File: config.mk
export PLATFORM = sky130hd
export DESIGN_NAME = mem_stage
export DESIGN_NICKNAME = d
export VERILOG_FILES = /design/src/rtl/mem_pkg.sv /design/src/rtl/mem_ctrl_fsm.sv /design/src/rtl/mem_stage.sv
export SDC_FILE = /design/constraint.sdc
export NUM_CORES = 1
export LEC_CHECK = 0
export BUFFER_PORTS_ARGS = -buffer_cell sky130_fd_sc_hd__buf_4
export CAP_MARGIN = 40
export CORE_MARGIN = 10
export CORE_UTILIZATION = 44
export DETAILED_ROUTE_END_ITERATION = 6
export PLACE_DENSITY = 0.8
export SYNTH_ARGS = -nofsm -noshare
export SYNTH_HDL_FRONTEND = slang
export SYNTH_SLANG_ARGS = --single-unit
File: constraint.sdc
create_clock -name clk -period 1.5 [get_ports clk]
set_input_delay 0.3 -clock clk [delete_from_list [all_inputs] [get_ports clk]]
set_output_delay 0.3 -clock clk [all_outputs]
set_load 0.02 [all_outputs]
File: src/rtl/mem_pkg.sv
// Shared EX/MEM field offsets, FSM state encoding and write-back source select
// for the memory-access stage.
package mem_pkg;

  // EX/MEM offsets counted from bit N, i.e. just above the N-bit rd3 field.
  localparam int unsigned ExRcOff       = 0;
  localparam int unsigned ExRegWriteOff = 4;
  localparam int unsigned ExMemToRegOff = 5;
  localparam int unsigned ExMemWriteOff = 6;
  localparam int unsigned ExBranchOff   = 7;
  localparam int unsigned ExNegOff      = 8;
  localparam int unsigned ExZeroOff     = 9;
  localparam int unsigned ExAluOff      = 10;
  // EX/MEM offsets counted from bit 2*N.
  localparam int unsigned ExOpCodeOff   = 10;
  localparam int unsigned ExOpTypeOff   = 14;

  // MEM/WB offsets counted from bit 2*N.
  localparam int unsigned WbRegWriteOff = 4;
  localparam int unsigned WbMemToRegOff = 5;

  typedef enum logic [1:0] {
    StIdle   = 2'd0,
    StAccess = 2'd1,
    StHold   = 2'd2
  } mem_state_t;

  typedef enum logic [2:0] {
    WbFields = 3'd0,
    WbBubble = 3'd1,
    WbAck    = 3'd2,
    WbLat    = 3'd3,
    WbKill   = 3'd4
  } wb_src_t;

endpackage

File: src/rtl/mem_ctrl_fsm.sv
// Memory-stage control: IDLE/ACCESS/HOLD sequencing, request/strobe registers, stall and
// write-back load strobe. Optional access timeout is enabled by MEM_TIMEOUT_EN.
module mem_ctrl_fsm import mem_pkg::*; #(
  parameter int unsigned TIMEOUT = 15
) (
  input  logic       clk,
  input  logic       rst,
  input  logic       en,
  input  logic       mem_op,
  input  logic       mem_write,
  input  logic       mem_ack,
  output logic       stall,
  output logic       mem_req,
  output logic       mem_we,
  output logic       mem_err,
  output logic       wb_load,
  output logic       lat_load,
  output logic [2:0] wb_src
);

  mem_state_t state_q, state_d;
  logic       req_q, req_d;
  logic       we_q, we_d;
  logic       timeout;

`ifdef MEM_TIMEOUT_EN
  localparam int unsigned CntW = $clog2(TIMEOUT + 1);
  logic [CntW-1:0] cnt_q;
  logic            err_q;

  always_ff @(posedge clk or negedge rst) begin
    if (!rst) begin
      cnt_q <= '0;
    end else if (state_q == StAccess && !mem_ack) begin
      cnt_q <= cnt_q + 1'b1;
    end else begin
      cnt_q <= '0;
    end
  end

  // cnt_q holds the number of ACCESS cycles already spent without an ack.
  assign timeout = (state_q == StAccess) && (cnt_q == CntW'(TIMEOUT - 1));

  always_ff @(posedge clk or negedge rst) begin
    if (!rst) begin
      err_q <= 1'b0;
    end else if (timeout && !mem_ack) begin
      err_q <= 1'b1;
    end
  end

  assign mem_err = err_q;
`else
  assign timeout = 1'b0;
  assign mem_err = 1'b0;
`endif

  always_comb begin
    state_d  = state_q;
    req_d    = req_q;
    we_d     = we_q;
    stall    = 1'b0;
    wb_load  = 1'b0;
    lat_load = 1'b0;
    wb_src   = WbFields;
    unique case (state_q)
      StIdle: begin
        if (en) begin
          wb_load = 1'b1;
          if (mem_op) begin
            stall   = 1'b1;
            wb_src  = WbBubble;
            state_d = StAccess;
            req_d   = 1'b1;
            we_d    = mem_write;
          end
        end
      end
      StAccess: begin
        if (mem_ack) begin
          req_d = 1'b0;
          we_d  = 1'b0;
          if (en) begin
            wb_load = 1'b1;
            wb_src  = WbAck;
            state_d = StIdle;
          end else begin
            lat_load = 1'b1;
            state_d  = StHold;
          end
        end else if (timeout) begin
          req_d   = 1'b0;
          we_d    = 1'b0;
          wb_load = 1'b1;
          wb_src  = WbKill;
          state_d = StIdle;
        end else begin
          stall = 1'b1;
          if (en) begin
            wb_load = 1'b1;
            wb_src  = WbBubble;
          end
        end
      end
      StHold: begin
        if (en) begin
          wb_load = 1'b1;
          wb_src  = WbLat;
          state_d = StIdle;
        end else begin
          stall = 1'b1;
        end
      end
      default: state_d = StIdle;
    endcase
    if (!rst) begin
      stall = 1'b0;
    end
  end

  always_ff @(posedge clk or negedge rst) begin
    if (!rst) begin
      state_q <= StIdle;
      req_q   <= 1'b0;
      we_q    <= 1'b0;
    end else begin
      state_q <= state_d;
      req_q   <= req_d;
      we_q    <= we_d;
    end
  end

  assign mem_req = req_q;
  assign mem_we  = we_q;

endmodule

File: src/rtl/mem_stage.sv
// Memory-access pipeline stage: EX/MEM decode, load/store handshake, branch resolve and
// MEM/WB register. Define MEM_TIMEOUT_EN to enable the access timeout and memErr.
module mem_stage import mem_pkg::*; #(
  parameter int unsigned N       = 24,
  parameter int unsigned BW      = 64,
  parameter int unsigned WBW     = 60,
  parameter int unsigned TIMEOUT = 15
) (
  input  logic           clk,
  input  logic           rst,
  input  logic           en,
  input  logic [BW-1:0]  exBuffer,
  output logic [N-1:0]   memAddr,
  output logic [N-1:0]   memWdata,
  output logic           memReq,
  output logic           memWe,
  input  logic [N-1:0]   memRdata,
  input  logic           memAck,
  output logic           stall,
  output logic           pcSrc,
  output logic [N-1:0]   branchTarget,
  output logic           memErr,
  output logic [WBW-1:0] wbBuffer
);

  logic [1:0]     op_type;
  logic [3:0]     op_code;
  logic [N-1:0]   alu_result;
  logic           zero_flag;
  logic           branch_flag;
  logic           mem_write;
  logic           mem_to_reg;
  logic           reg_write;
  logic [3:0]     rc;
  logic [N-1:0]   rd3;
  logic           unused_neg;

  assign op_type     = exBuffer[2*N+ExOpTypeOff +: 2];
  assign op_code     = exBuffer[2*N+ExOpCodeOff +: 4];
  assign alu_result  = exBuffer[N+ExAluOff +: N];
  assign zero_flag   = exBuffer[N+ExZeroOff];
  assign unused_neg  = exBuffer[N+ExNegOff];
  assign branch_flag = exBuffer[N+ExBranchOff];
  assign mem_write   = exBuffer[N+ExMemWriteOff];
  assign mem_to_reg  = exBuffer[N+ExMemToRegOff];
  assign reg_write   = exBuffer[N+ExRegWriteOff];
  assign rc          = exBuffer[N+ExRcOff +: 4];
  assign rd3         = exBuffer[N-1:0];

  logic       wb_load;
  logic       lat_load;
  logic [2:0] wb_src;

  mem_ctrl_fsm #(
    .TIMEOUT(TIMEOUT)
  ) u_ctrl (
    .clk      (clk),
    .rst      (rst),
    .en       (en),
    .mem_op   (mem_to_reg | mem_write),
    .mem_write(mem_write),
    .mem_ack  (memAck),
    .stall    (stall),
    .mem_req  (memReq),
    .mem_we   (memWe),
    .mem_err  (memErr),
    .wb_load  (wb_load),
    .lat_load (lat_load),
    .wb_src   (wb_src)
  );

  assign memAddr      = alu_result;
  assign memWdata     = rd3;
  assign branchTarget = alu_result;
  assign pcSrc        = rst & branch_flag & zero_flag & ~stall;

  // Stores complete with zero read data, so only loads capture memRdata.
  logic [N-1:0] lat_q;

  always_ff @(posedge clk or negedge rst) begin
    if (!rst) begin
      lat_q <= '0;
    end else if (lat_load) begin
      lat_q <= mem_to_reg ? memRdata : '0;
    end
  end

  logic [N-1:0]   read_data;
  logic           wb_mtr;
  logic           wb_rw;
  logic [WBW-1:0] wb_d, wb_q;

  always_comb begin
    read_data = '0;
    wb_mtr    = mem_to_reg;
    wb_rw     = reg_write;
    unique case (wb_src)
      WbAck:   read_data = mem_to_reg ? memRdata : '0;
      WbLat:   read_data = lat_q;
      WbKill: begin
        wb_mtr = 1'b0;
        wb_rw  = 1'b0;
      end
      default: ;
    endcase
    wb_d = {op_type, op_code, wb_mtr, wb_rw, rc, alu_result, read_data};
    if (wb_src == WbBubble) begin
      wb_d = '0;
    end
  end

  always_ff @(posedge clk or negedge rst) begin
    if (!rst) begin
      wb_q <= '0;
    end else if (wb_load) begin
      wb_q <= wb_d;
    end
  end

  assign wbBuffer = wb_q;

endmodule

# Word-level counts from Yosys, hierarchy flattened

Cells that the tools add are included.

Latch bits: 0
Memory bits (read-only): 0
Output and inout port bits: 137
Memories kept: 0
Bits of input ports: 92
Register bits after elaboration: 88
RAM bits: 0

Bitwise gates (word level): 5
$lt $le $gt $ge: 0
Equal/unequal tests: 10
Reduce and logical (&&, ||, !) cells: 5
Multiplexer cells: 35
Divide/modulo/power cells: 0
$mul: 0
Add/sub/neg operators: 0
Shifts and indexed selects: 0

Operator list:

| kind                                                  | number |
|---|---|
| two-way mux 60 bit                                    | 1 |
| case mux 24 bit (2 select lines)                      | 1 |
| two-way mux 24 bit                                    | 1 |
| two-way mux 1 bit                                     | 18 |
| two-way mux 2 bit                                     | 7 |
| case mux 3 bit (3 select lines)                       | 1 |
| AND reduction 4 bit                                   | 2 |
| equality test 3 x 2 -> 1 bit, second input constant   | 2 |
| two-way mux 3 bit                                     | 2 |
| inequality test 2 bit, second input constant          | 3 |
| case mux 2 bit (3 select lines)                       | 1 |
| case mux 1 bit (2 select lines)                       | 2 |
| bitwise AND 1 bit                                     | 3 |
| equality test 3 x 1 -> 1 bit, second input constant   | 1 |
| equality test 3 bit, second input constant            | 1 |
| case mux 1 bit (3 select lines)                       | 1 |
| OR reduction 3 bit                                    | 1 |
| equality test 2 x 1 -> 1 bit, second input constant   | 1 |
| equality test 2 bit, second input constant            | 1 |
| zero test 2 bit                                       | 1 |
| inequality test 2 x 1 -> 1 bit, second input constant | 1 |
| nonzero test 2 bit                                    | 1 |
| NOT 1 bit                                             | 1 |
| bitwise OR 1 bit                                      | 1 |

# Depth between registers and ports, before layout

Gate-level depths: netlist of the first run.

Depth in word-level cells: 7
Gate-level depth with buffers: 6

# Cells and area by module

Synthesis of the first run repeated with hierarchy kept, for this count alone.

Cell total of the unflattened synthesis: 409
Area total of the unflattened synthesis: 4336.7 sq um

Modules (own cells, without submodules):

| module       | cells an instance | times used | area each (sq um) |
|---|---|---|---|
| mem_stage    | 373               | 1          | 4046.4 |
| mem_ctrl_fsm | 36                | 1          | 290.3 |

# Worst setup path before layout of the first run

Ideal clock, no wire load.

Path kind: input port to output port
Start point: in exBuffer[29]
End point: out pcSrc
Required time: 1200 ps
Arrival: 1347 ps
Slack: -147 ps
Stages: 4
Cells stage by stage: buf_6 or2_2 a211o_1 a21oi_1

Word-level cells in the longest chain between the ends: 7

RTL lines:

| element                         | RTL line            | text |
|---|---|---|
| from (decl)                     | mem_stage.sv:12     | `input logic [BW-1:0] exBuffer,` |
| bitwise OR 1 bit                | mem_stage.sv:60     | `.mem_op (mem_to_reg \| mem_write),` |
| two-way mux 1 bit               | mem_ctrl_fsm.sv:70  | `if (mem_op) begin` |
| two-way mux 1 bit               | mem_ctrl_fsm.sv:68  | `if (en) begin` |
| case mux 1 bit (3 select lines) | mem_ctrl_fsm.sv:66  | `unique case (state_q)` |
| two-way mux 1 bit               | mem_ctrl_fsm.sv:116 | `if (!rst) begin` |
| NOT 1 bit                       | mem_stage.sv:75     | `assign pcSrc = rst & branch_flag & zero_flag & ~stall;` |
| bitwise AND 1 bit               | mem_stage.sv:75     |  |
| to (decl)                       | mem_stage.sv:20     | `output logic pcSrc,` |

No other way between the ends.

# Worst setup path in the final report of the first run

Start point: reg u_ctrl.state_q[1]
End point: out stall

Word-level cells in the longest chain between the ends: 3
Elaborated cells on any way between the ends: 5

RTL lines:

| element                                     | RTL line            | text |
|---|---|---|
| from (decl)                                 | mem_ctrl_fsm.sv:21  | `mem_state_t state_q, state_d;` |
| from (signal assigned)                      | mem_ctrl_fsm.sv:123 | `state_q <= StIdle;` |
| from (signal assigned)                      | mem_ctrl_fsm.sv:127 | `state_q <= state_d;` |
| equality test 2 bit (tied with other cells) | mem_ctrl_fsm.sv:66  |  |
| case mux 1 bit (3 select lines) (*)         | mem_ctrl_fsm.sv:66  |  |
| two-way mux 1 bit (*)                       | mem_ctrl_fsm.sv:116 |  |
| to (decl)                                   | mem_stage.sv:19     | `output logic stall,` |

Mark *: on every way between the ends. The rest lies on a longest branch, timed or not.

==> key figures, run 1 <==
Status
  – Outcome: finished, violations left
  – Failing checks: setup timing

Die
  – Boundary pin count: 229
  – Core area: 8810 sq um
  – Die Span Y: approximately 120 um
  – # rows: 34
  – Initial core utilization: 45.8%
  – Die width: 116 um
  – Die Area: 13400 sq um

Layout
  – Design area: 5610 sq um
  – Nets: slightly below 600
  – FILL cells: between 700 and 800
  – Final design utilization: a little under two thirds
  – Layout area overhead: 39.3%
  – Reg area: about 2200 sq um
  – Ant. Diodes: 0
  – Footprint of the multi-input gates: 1270 sq um
  – Layout cell share with drive strength beyond 1: 51.6%
  – Final instance count without filler cells: between 600 and 700

Synth
  – Ys Warns: 0
  – Yosys top cell area share: 54.6%
  – Cells after Synth: 376
  – Top cells by count, synth: dfrtp_1 (88), buf_4 (75), nand2_1 (52), o21ai_0 (50), a22o_1 (35)
  – Register bit total from synthesis: 88
  – Share of synthesized flip-flops with an asynchronous set or reset: between 90% and 100%
  – Ys flop type: dfrtp_1
  – Mapped cell area: 4030 sq um
  – Seq/Total Area, Yosys: a little over half
  – Synth cell types: 31
  – Biggest area consumer among synthesized cells: dfrtp_1
  – Post-synthesis net count: 468
  – Mapped Avg Cell Area: approximately 11 sq um
  – Most frequent cell after synthesis: dfrtp_1
  – EDFF count, synth: 0
  – Top cells by area, synth: dfrtp_1 (55%), buf_4 (14%), a22o_1 (7.6%)

Place
  – Placed standard-cell area: between 5000 and 6000 sq um
  – IO buf count: 178
  – GP Congestion: a little over 0.8
  – DP HPWL: between 8000 and 9000 um
  – Placed Instances: 583

Clock tree
  – CTS Hold Buffers Added: 0
  – CTS Buffer Depth: 2
  – H-tree Lvls: 3
  – Clk Latency, worst-skew pair: 350 ps
  – Clock-pin slew on the worst setup and hold paths: 90 ps
  – TritonCTS sink count: 88
  – TritonCTS clock tree: done
  – CTS buffer count: 9
  – Root buf cell: clkbuf_8

Setup path
  – Crit path max fanout: 4
  – Worst Setup Start Kind: register
  – Path type of the worst setup path: register to output port
  – Arr. time, crit path: 1500 ps
  – Critical Path End Type: output port
  – CP required: 1200 ps

Global route
  – Initial antenna violation count: 0
  – First-pass GRT wire length: 17900 um
  – Largest net degree at the start of global routing: 89
  – Grt total ovfl: 0
  – GRT Overall Usage: 16.8%
  – Vias in the first global route: 3261

Drt
  – Total wire length: 12800 um
  – Vias: 3311
  – # DRC: 0
  – Pre-Repair DR Iteration Count: 4
  – Drt wl/cell: 20.9 um
  – Post-route ant nets: 0
  – Starting DRT DRC Count: 167
  – Vias per cell: around 5.4

Pwr
  – Pleak: 2.82 nW
  – Pwr per Cell Area: 1200 nW/um^2
  – Peak supply drop: 0.657 mV
  – Power consumption: between 6 and 7 mW

Timing
  – Final period utilization: 120%
  – Post-route worst setup slack: -305 ps
  – Fmax: 0.554 GHz
  – Final slew viol count: 0
  – Setup-failing EPs final: about 60
  – Hold Vio Cnt, Final: 0
  – Tmin final: 1800 ps
  – Fin Clk Skew: 11.9 ps
  – RSZ-0062 raised after global routing: yes

Run
  – Max-cap violations: 0

Min path
  – Worst Hold Class: input port to async pin
## through the flow
stage,setup TNS (ps),hold WS [ps],setup WS [ps]
floorplan,0,4.41,3.41
global placement,-180,419,-97.9
detailed placement,-225,432,-111
CTS,-3660,31.3,-316
global route,-12400,41.6,-377
finish,-9510,22.3,-305
## cell type report
type | count | share of cell area, %
tap | 108 | 2.41
timing repair buffer | 213 | 32.4
clock inverter | 7 | 1.00
sequential | 88 | 39.2
multi-input combinational | 188 | 22.7
inverter | 1 | 0.0669
clock buffer | 9 | 2.21
## path summary, 6_finish.rpt
check,slack [ps],start,depth (start not counted),endpoint
worst max-delay path,-300,u_ctrl.state_q[1],4,stall
max in group asynchronous,1120,rst,2,wbBuffer[6]
worst max register to register,-180,u_ctrl.state_q[1],7,wbBuffer[58]
worst min-delay path,20,rst,2,wbBuffer[53]
min in group clk,160,exBuffer[28],2,wbBuffer[52]
worst min register to register,490,lat_q[16],2,lat_q[16]
## sequential cells by signal, summed over array words and instances, names as in the netlist
| name | flops |
|---|---|
| lat_q | 24 |
| wbBuffer | 60 |
| u_ctrl.mem_we | 1 |
| u_ctrl.mem_req | 1 |
| u_ctrl.state_q | 2 |
## critical path, stage by stage, from the launching register on
cell and delay (ps):
dfrtp_1 430, nor2b_4 150, a211o_1 270, and3_4 190, buf_6 120
## power by group
group	leakage (nW)	total [mW]	internal, mW	switching (mW)
Combinational	1.57	2.13	1.02	1.12
Clock	0.0838	1.52	0.619	0.900
Sequential	1.17	3.09	2.81	0.282
Total	2.82	6.74	4.44	2.30
## cells by family after synthesis
kind of cell	share of synthesized area, %
AOI/OAI and AO/OA	20.4
buffers and inverters	17.5
DFF	54.6
and+or+nand+nor	7.30
other	0.0930
## placed cells by master (no fill, tap or decap), types with 2 or more instances in the layout
cell / netlist / final
clkbuf_8: 0 / 9
a22o_1: 35 / 35
clkinvlp_4: 0 / 3
nand2_1: 52 / 52
o21ai_0: 50 / 23
nand2b_1: 3 / 3
o21ai_1: 1 / 16
a22oi_1: 24 / 15
o21ai_2: 1 / 12
nor2b_1: 3 / 2
dfrtp_1: 88 / 87
buf_4: 75 / 192
a22oi_2: 0 / 9
a21oi_1: 3 / 2
nor2_1: 2 / 2
buf_6: 5 / 8
buf_12: 0 / 8
clkbuf_16: 0 / 5
## layer usage
metal	global-route usage (%)	part of all wire [%]
met1	19.7	38
met2	27.8	51
met3	7.08	10
met4	4.75	0.69
met5	0	0
## what timing repair did
item	CTS	global route
pin swaps	33	4
gates cloned	0	9
buffers inserted	1	6
endpoints found under the setup margin	8	84
resized for setup	9	51
No activity file was read; power rests on OpenSTA's default activity.
==> run 2: changes to the inputs <==
==> constraint.sdc (replaced) <==
create_clock -name clk -period 1.5 [get_ports clk]
set_input_delay 0.3 -clock clk [delete_from_list [all_inputs] [get_ports clk]]
set_output_delay 0.3 -clock clk [all_outputs]
set_load 0.1 [all_outputs]
==> run 2 against run 1 <==
- the flow still finishes with violations (setup timing)
- global-route usage decreased by 0.71 points
- sequential cell count did not move
- sequential share of layout area grew 1.6 points
- critical path type unchanged
==> key figures, run 2 (synthesis results as in run 1) <==
Clock tree
  – H-tree Lvls: 3
  – TritonCTS sink count: 88
  – Clock-pin slew on the worst setup and hold paths: 100 ps
  – Clk Latency, worst-skew pair: 350 ps
  – Root buf cell: clkbuf_8
  – TritonCTS clock tree: done
  – CTS buffer count: 9
  – CTS Buffer Depth: 2
  – CTS Hold Buffers Added: 0

Drt
  – Vias: roughly 3200
  – Drt wl/cell: 19.8 um
  – Post-route ant nets: 0
  – # DRC: 0
  – Vias per cell: 5.23
  – Total wire length: 12000 um
  – Starting DRT DRC Count: about 180
  – Pre-Repair DR Iteration Count: 4

Global route
  – Global Route met1 Usage: 18.5%
  – Initial antenna violation count: 0
  – GRT met3 Usage: 5.99%
  – Grt peak-use layer: met2
  – Grt total ovfl: 0
  – Largest net degree at the start of global routing: 89
  – Vias in the first global route: around 3200
  – GRT Overall Usage: between 15 and 20%
  – First-pass GRT wire length: 17200 um
  – GR Layer Usage met2: 27.4%

Place
  – Placed standard-cell area: 5020 sq um
  – DP HPWL: 8720 um
  – IO buf count: 178
  – Placed Instances: between 500 and 600
  – Place WS: -251 ps
  – GP Congestion: between 0.8 and 0.9

Die
  – Core area: 8810 sq um
  – Die Span Y: ~120 um
  – Die Area: between 10000 and 15000 sq um
  – Initial core utilization: 45.8%
  – # rows: 34
  – Boundary pin count: 229
  – Die width: approximately 120 um

Setup path
  – Arr. time, crit path: 1530 ps
  – Critical Path End Type: output port
  – Crit path max fanout: 4
  – Worst Setup Start Kind: register
  – Path type of the worst setup path: register to output port
  – CP required: 1200 ps

Pwr
  – Power consumption: between 8 and 9 mW
  – Sequential share of power: 36.1%
  – Peak supply drop: 0.768 mV
  – Internal power: 4.39 mW
  – Pleak: 2.73 nW
  – Switching share of power: 48.2%
  – Combinational Power Share: 46.3%
  – Net Sw Power: 4.08 mW
  – Clk pwr share: between 10% and 20%
  – Pwr per Cell Area: approximately 1600 nW/um^2

Min path
  – Worst Hold Class: input port to async pin

Timing
  – Final period utilization: 122%
  – Final slew viol count: 0
  – Hold Vio Cnt, Final: 0
  – Post-route worst setup slack: -330 ps
  – Fin Clk Skew: 9.99 ps
  – Fmax: 0.546 GHz
  – RSZ-0062 raised after global routing: yes
  – WHS: 15.9 ps
  – Tmin final: 1830 ps
  – Setup-failing EPs final: 38
  – Sum of negative setup slack: -2510 ps

Layout
  – Leading cell type in the layout, fill and taps excluded: buf_4
  – Commonest non-fill, non-tap cells in the layout: buf_4 (189), dfrtp_1 (88), nand2_1 (52)
  – Design area: 5390 sq um
  – Ant. Diodes: 0
  – Layout cell share with drive strength beyond 1: 46.6%
  – Final design utilization: 61.2%
  – Nets: about 600
  – Max reg flops: 60
  – Final instance count without filler cells: 606
  – Layout area overhead: 33.6%
  – FILL cells: 719

Status
  – Failing checks: setup timing
  – Outcome: finished, violations left

Run
  – Max-cap violations: 0
-- run 2: worst max-delay path, stage by stage, from the launching register on --
cell	delay [ps]
dfrtp_1	420
nor2b_1	150
a211o_1	270
a21oi_4	160
buf_12	190
-- run 2: what timing repair did --
item,4_1_cts,5_1_grt
endpoints found under the setup margin,11,60
gates resized for setup,8,29
pin swaps,2,1
buffers inserted,1,1
gates cloned,0,5
-- run 2: layer usage --
| layer | up-vias | part of all wire (%) |
|---|---|---|
| met5 | - | 0 |
| met4 | 0 | 1.6 |
| met3 | 28 | 11 |
| met2 | 169 | 49 |
| met1 | 1503 | 39 |
| li1 | 1469 | - |
-- run 2: power by group through the flow --
stage / combinational [mW] / clock (mW) / sequential, mW
after CTS: 3.82 / 1.55 / 3.06
after floorplan: 1.55 / 0 / 4.74
after global placement: 3.75 / 0 / 3.09
final: 3.92 / 1.49 / 3.06
after detailed placement: 3.79 / 0 / 3.10
after global routing: 4.07 / 1.66 / 3.12
-- run 2: worst paths after layout --
path                       slack [ps]  cells past startpoint              start           end
setup / recovery                 -330                      4  u_ctrl.state_q[1]         pcSrc
hold / removal                     20                      2                rst     lat_q[21]
setup reg to reg                  -80                      6  u_ctrl.state_q[1]  wbBuffer[40]
hold reg to reg                   490                      2           lat_q[6]      lat_q[6]
max in group asynchronous        1110                      2                rst   wbBuffer[7]
min in group clk                  180                      2       exBuffer[27]  wbBuffer[51]
-- run 2: layout make-up --
class,instances,area [sq um],area share (%)
Sequential cell,88,2200,40.9
Timing Repair Buffer,205,1690,31.3
Multi-Input combinational cell,188,1180,21.8
Tap cell,108,135,2.51
Clock buffer,10,128,2.37
Clock inverter,6,52.6,0.976
Inverter,1,3.75,0.0697
==> run 3: changes to the inputs <==
--- a/config.mk
+++ b/config.mk
@@ -8,9 +8,10 @@
 export BUFFER_PORTS_ARGS = -buffer_cell sky130_fd_sc_hd__buf_4
 export CAP_MARGIN = 40
 export CORE_MARGIN = 10
-export CORE_UTILIZATION = 44
+export CORE_UTILIZATION = 45
 export DETAILED_ROUTE_END_ITERATION = 6
 export PLACE_DENSITY = 0.8
 export SYNTH_ARGS = -nofsm -noshare
 export SYNTH_HDL_FRONTEND = slang
+export SYNTH_HIERARCHICAL = 1
 export SYNTH_SLANG_ARGS = --single-unit
==> run 3 against run 2 <==
- clock power up 22%
- the flow finishes with violations (hold timing, setup timing)
- sequential cell count unchanged
- wire length up 15%
- first-iteration DRC count up 63%
- setup slack worse by 170 ps
- total power up 5.9%
- highest routed layer unchanged
- largest power group unchanged
- critical path type unchanged
==> key figures, run 3 <==
Die
  – Die Area: 14000 sq um
  – Die Span Y: 118 um
  – Initial core utilization: 46.5%
  – Die width: roughly 120 um
  – Boundary pin count: 229
  – # rows: 35
  – Core area: 9330 sq um

Layout
  – Layout cell share with drive strength beyond 1: just over 50%
  – Leading cell type in the layout, fill and taps excluded: buf_4
  – FILL cells: 689
  – Design area: 6250 sq um
  – Max reg flops: 60
  – Ant. Diodes: 0
  – Commonest non-fill, non-tap cells in the layout: buf_4 (203), dfrtp_1 (88), a22o_1 (34)
  – Final design utilization: between 60 and 70%
  – Nets: 640
  – Layout area overhead: 44.1%

Place
  – GP Congestion: just under 0.8
  – Placed standard-cell area: 5450 sq um
  – IO buf count: around 180
  – DP HPWL: 9250 um

Clock tree
  – CTS Buffer Depth: 2
  – TritonCTS sink count: 88
  – TritonCTS clock tree: done
  – Root buf cell: clkbuf_8
  – Clk Latency, worst-skew pair: 360 ps
  – CTS buffer count: 9
  – H-tree Lvls: 3
  – Clock-pin slew on the worst setup and hold paths: ~90 ps

Synth
  – Mapped cell area: 4340 sq um
  – Ys Warns: 6
  – Biggest area consumer among synthesized cells: dfrtp_1
  – Most frequent cell after synthesis: dfrtp_1
  – Register bit total from synthesis: a little under 90
  – Ys flop type: dfrtp_1
  – Mapped Avg Cell Area: about 11 sq um
  – Seq/Total Area, Yosys: 50.8%
  – Top cells by area, synth: dfrtp_1 (51%), buf_4 (13%), a22o_1 (6.9%)
  – Yosys top cell area share: approximately half
  – Top cells by count, synth: dfrtp_1 (88), buf_4 (76), a22o_1 (34)
  – Cells after Synth: approximately 410
  – Synth cell types: 32
  – EDFF count, synth: 0
  – Share of synthesized flip-flops with an asynchronous set or reset: 100%

Global route
  – Largest net degree at the start of global routing: 56
  – GRT Overall Usage: between 10% and 20%
  – Vias in the first global route: 4111
  – First-pass GRT wire length: 22100 um
  – Grt total ovfl: 0
  – Initial antenna violation count: 0

Timing
  – Tmin final: 2000 ps
  – Sum of negative setup slack: -24740 ps
  – RSZ-0062 raised after global routing: yes
  – Fmax: 0.501 GHz
  – Post-route worst setup slack: -497 ps
  – Final period utilization: 133%
  – Headroom to the max-slew limit: a little over half
  – Slew @ Worst Pin: 707 ps
  – WHS: -0.331 ps
  – Final slew viol count: 0
  – Setup-failing EPs final: 86
  – Fin Clk Skew: roughly 12 ps
  – Hold Vio Cnt, Final: 1

Setup path
  – Arr. time, crit path: 1700 ps
  – Crit path max fanout: 3
  – Worst Setup Start Kind: register
  – CP required: 1200 ps
  – Critical Path End Type: output port
  – Path type of the worst setup path: register to output port

Pwr
  – Peak supply drop: 1.20 mV
  – Pleak: approximately 3.1 nW
  – Pwr per Cell Area: roughly 1400 nW/um^2

Drt
  – Pre-Repair DR Iteration Count: 4
  – Total wire length: 13800 um
  – Vias per cell: between 5 and 6
  – Starting DRT DRC Count: ~290
  – Vias: 3623
  – Drt wl/cell: 20.2 um
  – # DRC: 0
  – Post-route ant nets: 0

Status
  – Failing checks: hold timing, setup timing
  – Outcome: finished, violations left

Run
  – Max-cap violations: 0

Min path
  – Worst Hold Class: input port to async pin
==> run 3: cell types whose count changed in the layout (fill, tap and decap cells not counted), moves of 5 or more <==
cell	change
bufbuf_16	+5
buf_4	+14
o21ai_0	-16
nand3_1	+23
nand2_1	-51
buf_16	+5
a21oi_1	+8
a21oi_2	+17
and3b_1	+23
inv_1	+27
o2bb2ai_1	+21
a22oi_1	-22
==> run 3: worst paths after layout <==
path / startpoint / end / slack (ps) / cells after the start
setup / recovery: u_ctrl/state_q[1] / pcSrc / -500 / 5
hold / removal: rst / lat_q[22] / -0.3 / 2
setup reg to reg: u_ctrl/state_q[1] / wbBuffer[35] / -450 / 8
hold reg to reg: wbBuffer[5] / wbBuffer[5] / 510 / 1
max in group asynchronous: rst / wbBuffer[44] / 810 / 3
min in group clk: exBuffer[60] / wbBuffer[56] / 160 / 2
==> run 3: cell type report <==
cell class	count	area [sq um]	area share (%)
flip-flops and latches	88	2200	35.2
inverters	29	109	1.74
well taps	129	161	2.58
multi-input cells	191	1470	23.6
repair buffers	229	2090	33.5
clock buffers	9	124	1.98
clock inverters	6	90.1	1.44
==> run 3: kinds of logic after synthesis <==
logic type             synth area share [%]
AO/OA/AOI/OAI                          19.6
other                                0.0865
buffers and inverters                  19.0
XOR/XNOR                              0.202
AND/OR/NAND/NOR                        10.4
flip-flops                             50.8
==> run 3: worst max-delay path: stages (launching register included) <==
cell and delay (ps):
dfrtp_1 390, and3b_2 250, a21oi_4 150, o21ai_4 60
and4b_4 330, buf_12 170
==> run 3: per-layer routing <==
layer,routed length [um],GRT usage [%],part of all wire (%),vias up
li1,-,-,-,1631
met1,5180,20.8,38,1789
met2,7030,33.8,51,173
met3,1290,7.57,9.4,30
met4,269,7.65,2.0,0
met5,0,0,0,-
==> run 3: power by group <==
group          total (mW)  internal, mW  leakage [nW]  switching, mW
logic                4.04          1.29          1.88           2.75
clock network        1.82         0.939         0.106          0.878
registers            3.12          2.81          1.14          0.305
total                8.98          5.04          3.13           3.93
==> run 3: what timing repair did <==
item	4_1_cts	5_1_grt
hold buffers	0	0
cloned	10	0
pin swaps	4	2
setup buffers	12	1
endpoints found under the setup margin	86	86
resized for setup	47	11
==> run 3: per-stage QoR <==
step	power [mW]	worst slack [ps]	std cells	hold WS (ps)
2_1_floorplan	6.13	-666	410	4.41
3_3_place_gp	6.60	-477	643	379
3_5_place_dp	6.68	-522	643	394
4_1_cts	8.98	-496	680	4.19
5_1_grt	9.35	-553	681	33.0
6_report	8.98	-497	681	-0.331
